===== src/rtl/phf_multi_ctl.sv =====
// phf_multi_ctl: command target serving N_CH photon-hit-filter channels from one cmd/rsp
// FIFO pair; decodes CLEAR (per-channel handshake with timeout) and GET_STATUS.
module phf_multi_ctl #(
   parameter int unsigned N_CH        = 4,
   parameter logic [7:0]  TARGET_ID   = 8'h03,
   parameter logic [7:0]  OP_CLEAR    = 8'h01,
   parameter logic [7:0]  OP_STATUS   = 8'h02,
   parameter int unsigned CLR_TIMEOUT = 1000
) (
   input  logic            clk,
   input  logic            rst_n,
   input  logic [31:0]     cmd_data,
   input  logic            cmd_waitreq,
   output logic            cmd_rdreq,
   output logic [31:0]     rsp_data,
   input  logic            rsp_waitreq,
   output logic            rsp_wrreq,
   output logic [N_CH-1:0] phf_clear_req,
   input  logic [N_CH-1:0] phf_clear_busy,
   input  logic [N_CH-1:0] phf_status,
   output logic            phf_rsp_rdy
);
   localparam int unsigned     CNT_W    = $clog2(CLR_TIMEOUT);
   localparam logic [CNT_W-1:0] CNT_LAST = CNT_W'(CLR_TIMEOUT - 1);

   typedef enum logic [2:0] {
      S_IDLE,
      S_POP,
      S_DECODE,
      S_CLR_REQ,
      S_CLR_WAIT,
      S_RSP
   } state_t;

   state_t           state_q, state_d;
   logic [7:0]       tgt_q, tgt_d;
   logic [7:0]       op_q, op_d;
   logic [N_CH-1:0]  mask_q, mask_d;
   logic [N_CH-1:0]  req_q, req_d;
   logic [N_CH-1:0]  ack_q, ack_d;
   logic [15:0]      res_q, res_d;
   logic [CNT_W-1:0] cnt_q, cnt_d;
   logic [N_CH-1:0]  unfinished;
   logic             clr_done;
   logic             unused_payload;

   // A masked channel is still outstanding until it has acked and dropped busy again.
   assign unfinished     = mask_q & (~ack_q | phf_clear_busy);
   assign clr_done       = (unfinished == '0);
   assign unused_payload = ^cmd_data[15:N_CH];

   assign rsp_data      = {tgt_q, op_q, res_q};
   assign phf_clear_req = req_q;

   always_ff @(posedge clk or negedge rst_n) begin
      if (!rst_n) begin
         state_q <= S_IDLE;
         tgt_q   <= '0;
         op_q    <= '0;
         mask_q  <= '0;
         req_q   <= '0;
         ack_q   <= '0;
         res_q   <= '0;
         cnt_q   <= '0;
      end else begin
         state_q <= state_d;
         tgt_q   <= tgt_d;
         op_q    <= op_d;
         mask_q  <= mask_d;
         req_q   <= req_d;
         ack_q   <= ack_d;
         res_q   <= res_d;
         cnt_q   <= cnt_d;
      end
   end

   always_comb begin
      state_d     = state_q;
      tgt_d       = tgt_q;
      op_d        = op_q;
      mask_d      = mask_q;
      req_d       = req_q;
      ack_d       = ack_q;
      res_d       = res_q;
      cnt_d       = cnt_q;
      cmd_rdreq   = 1'b0;
      rsp_wrreq   = 1'b0;
      phf_rsp_rdy = 1'b0;

      case (state_q)
         S_IDLE: begin
            if (!cmd_waitreq) begin
               state_d = S_POP;
            end
         end
         S_POP: begin
            // Show-ahead FIFO: the word is already on cmd_data while we pop it.
            cmd_rdreq = 1'b1;
            tgt_d     = cmd_data[31:24];
            op_d      = cmd_data[23:16];
            mask_d    = cmd_data[N_CH-1:0];
            state_d   = S_DECODE;
         end
         S_DECODE: begin
            state_d = S_RSP;
            if (tgt_q != TARGET_ID) begin
               res_d = 16'hFFFE;
            end else if (op_q == OP_STATUS) begin
               res_d = 16'(phf_status);
            end else if (op_q == OP_CLEAR) begin
               res_d = 16'h0000;
               if (mask_q != '0) begin
                  state_d = S_CLR_REQ;
               end
            end else begin
               res_d = 16'hFFFF;
            end
         end
         S_CLR_REQ: begin
            req_d   = mask_q;
            ack_d   = '0;
            cnt_d   = '0;
            state_d = S_CLR_WAIT;
         end
         S_CLR_WAIT: begin
            ack_d = ack_q | (req_q & phf_clear_busy);
            req_d = req_q & ~phf_clear_busy;
            cnt_d = cnt_q + CNT_W'(1);
            // Completion is checked first so it wins over a simultaneous timeout.
            if (clr_done) begin
               req_d   = '0;
               res_d   = 16'h0000;
               state_d = S_RSP;
            end else if (cnt_q == CNT_LAST) begin
               req_d   = '0;
               res_d   = {1'b1, 15'(unfinished)};
               state_d = S_RSP;
            end
         end
         S_RSP: begin
            if (!rsp_waitreq) begin
               rsp_wrreq   = 1'b1;
               phf_rsp_rdy = 1'b1;
               state_d     = S_IDLE;
            end
         end
         default: begin
            state_d = S_IDLE;
         end
      endcase
   end
endmodule

===== config.mk =====
export PLATFORM = sky130hd
export DESIGN_NAME = phf_multi_ctl
export DESIGN_NICKNAME = d
export VERILOG_FILES = /design/src/rtl/phf_multi_ctl.sv
export SDC_FILE = /design/constraint.sdc
export NUM_CORES = 1
export LEC_CHECK = 0
export ABC_CLOCK_PERIOD_IN_PS = 2400
export BUFFER_PORTS_ARGS = -buffer_cell sky130_fd_sc_hd__buf_2
export CORE_MARGIN = 1.5
export CORE_UTILIZATION = 45
export CTS_BUF_LIST = sky130_fd_sc_hd__clkbuf_8
export DETAILED_ROUTE_END_ITERATION = 10
export PLACE_DENSITY = 0.81
export SYNTH_ARGS = -nofsm -noshare
export SYNTH_HDL_FRONTEND = slang
export SYNTH_SLANG_ARGS = --single-unit
export TNS_END_PERCENT = 10

===== constraint.sdc =====
create_clock -name clk -period 2.4 [get_ports clk]
set_clock_uncertainty 0.05 [all_clocks]
set_input_delay 0.48 -clock clk [delete_from_list [all_inputs] [get_ports clk]]
set_output_delay 0.48 -clock clk [all_outputs]
set_load 0.01 [all_outputs]

==> impl_metrics.tcl <==
set metrics [dict create \
    status "finished, final reports clean" \
    syn_area_mm2 0.002250 \
    drv_slew 0 \
    worst_slew_pin_slew_ns 0.5555 \
    grt_pass1_wl_um 8390 \
    cts_resized 0 \
    vias 1790 \
    drive_gt1_frac 0.4296 \
    yosys_warnings 0 \
    clock-sinks 47 \
    io_pins 83 \
    die_x_um 73.71 \
    hold_class "in2async" \
    firstDrtPassIters 4 \
    synthCells 205 \
    synthDistinctLibCells 39 \
    syn_avg_cell_area_um2 10.97 \
    max_freq_ghz 0.4956 \
    slew_headroom 0.6297 \
    cts_root_buf "clkbuf_8" \
    regToRegStartpoint "tgt_q[5]$_DFFE_PN0P_" \
    fin_crit_ns 2.018 \
    ff2ff_setup_slack_ns 0.49 \
    drtIter0Drc 105 \
    final-hold-violation-count 0 \
    fin_util 0.5739 \
    ys_seq_area_frac 0.5228 \
    setup_violations 0 \
    post-route-drc-count 0 \
    postRouteAntennaNets 0 \
    antenna-diode-count 0 \
    grt_max_degree 25 \
    dp_slack_ns 0.4972 \
    cp-end-kind "primary output" \
    ys_seq_elements 47 \
    p_per_area_mw_per_mm2 1246 \
    finalCritPeriodShare 0.8407 \
    syn_to_final_growth_pct 21.30 \
    dieArea_mm2 0.005432 \
    globalRoute.totalOverflow 0 \
    cts_inserted_buffers 5 \
    cts_tree "built" \
    start_util 0.4732 \
    hold_buffers 0 \
    synthArstFlopShare 1.000 \
    setup-tns-final_ns 0 \
    grt.total_usage 0.2043 \
    synth_nets 250 \
    rsz0062_at_grt "no" \
    portBuffers 70 \
    crit_start "state_q[0]$_DFFE_PN0P_" \
    max_cap_viol_count 0 \
    synth_ff_type "dfrtp_1" \
    critical_path_class "reg2out" \
    clk_pin_slew_ns 0.09 \
    max-vdd-ir-drop_v 0.0008297 \
    cp-endpoint "cmd_rdreq" \
    reg2reg_depth 6 \
    fin_nets 314 \
    grt_pass1_vias 1790 \
    finalHoldWorstSlack_ns 0.09152 \
    rows 25 \
    cp.arrival_ns 1.49 \
    power_mw 3.399 \
    cts_buffer_depth 2 \
    start_kind "register" \
    clk_latency_ns 0.31 \
    cp.required_ns 1.87 \
    wl_per_cell_um 14.70 \
    crit_fanout 11 \
    core_mm2 0.004755 \
    cts_max_level 2 \
    worst_slack_ns 0.3823 \
    post_drt_via_cell_ratio 5.312 \
    post-dp-hpwl_um 3673 \
    die_h_um 73.71 \
    wirelength_um 4955 \
    antenna_found_initial 0 \
    synth_edf_count 0 \
    place.gp.congestion 0.8259 \
    postCtsSetupRepairBufs 0 \
    nFillCells 422 \
    reg2reg_to "res_q[2]$_DFFE_PN0P_" \
    p_leak_nw 1.265 \
]
layout make-up:
class | count | area (um2) | share of cell area
clock buffers | 5 | 68.82 | 0.02522
well taps | 67 | 83.83 | 0.03072
repair buffers | 75 | 400.4 | 0.1467
clock inverters | 3 | 43.79 | 0.01605
multi-input cells | 134 | 933.4 | 0.3420
flip-flops and latches | 47 | 1176 | 0.4310
inverters | 6 | 22.52 | 0.008253
kinds of logic (layout without fill, tap and decap cells):
logic type | Yosys count | after routing | share of synthesized area
AOI/OAI and AO/OA | 47 | 47 | 0.1301
xor gates and xnor gates | 1 | 1 | 0.003894
adders and majority gates | 1 | 1 | 0.005561
buffers and inverters | 24 | 89 | 0.06229
DFF | 47 | 47 | 0.5228
muxes | 25 | 25 | 0.1251
and+or+nand+nor | 60 | 60 | 0.1502
synthesized netlist by cell type, types with 2 or more instances:
library cell  number  area share
a31oi_1            2      0.0056
nand3_1           10       0.022
nand2b_1           2      0.0056
inv_1              6       0.010
mux2_2            24        0.12
a21oi_1            6       0.013
nand4_1            4       0.011
o21ai_0           21       0.047
nor2_1            11       0.018
nand2_1           14       0.023
o21ai_1            2      0.0044
and3_1             2      0.0056
dfrtp_1           47        0.52
a22o_1             6       0.023
o31ai_1            2      0.0067
buf_4             11       0.037
nor3b_2            2       0.011
o211ai_1           4       0.013
nor4_1             3      0.0083
buf_2              7       0.016
state kept, by name (all words and copies together) (netlist names):
register       count
cnt_q             10
op_q               8
tgt_q              8
res_q              6
ack_q              4
mask_q             4
phf_clear_req      4
state_q            3
per-stage QoR:
| step | cells | cell area (um2) |
|---|---|---|
| after floorplan | 205 | 2250 |
| after global placement | 329 | 2616 |
| after detailed placement | 329 | 2616 |
| after CTS | 337 | 2729 |
| after global routing | 337 | 2729 |
| final | 337 | 2729 |
metal layers:
layer	part of all wire	track usage	wire, um
met2	0.50	0.3383	2454
met3	0.062	0.03155	308
met4	0.016	0.09465	78
met1	0.43	0.2621	2114
met5	0	0	0
report_power, final:
part | total, mW | switching [mW] | internal, mW
logic | 1.41 | 0.725 | 0.689
clock network | 0.589 | 0.278 | 0.310
registers | 1.40 | 0.293 | 1.10
total | 3.40 | 1.30 | 2.10
cell usage in the layout (no fill, tap or decap), types with 3 or more instances in the layout:
cell	instances
nand4_1	4
nor4_1	3
a22o_1	6
mux2_2	24
o211ai_1	4
dfrtp_1	47
inv_1	6
a21oi_1	6
o21ai_0	21
nand2_1	14
nand3_1	10
buf_4	4
clkbuf_8	5
nor2_1	11
buf_2	70
critical path, cell delays in order, from the launching register on:
cell and delay (ns):
dfrtp_1 0.53, nor3b_2 0.43, buf_2 0.21
how the worst min path moves through the flow:
stage	slack (ns)	end	cells past startpoint	startpoint
2_1_floorplan	0.13	ack_q[0]$_DFFE_PN0P_	0	rst_n
3_3_place_gp	0.42	cnt_q[9]$_DFFE_PN0P_	1	cnt_q[9]$_DFFE_PN0P_
3_5_place_dp	0.45	op_q[4]$_DFFE_PN0P_	1	rst_n
4_1_cts	0.11	op_q[4]$_DFFE_PN0P_	1	rst_n
5_1_grt	0.14	op_q[4]$_DFFE_PN0P_	1	rst_n
6_report	0.09	op_q[4]$_DFFE_PN0P_	1	rst_n
(Power assumes the default switching activity.)
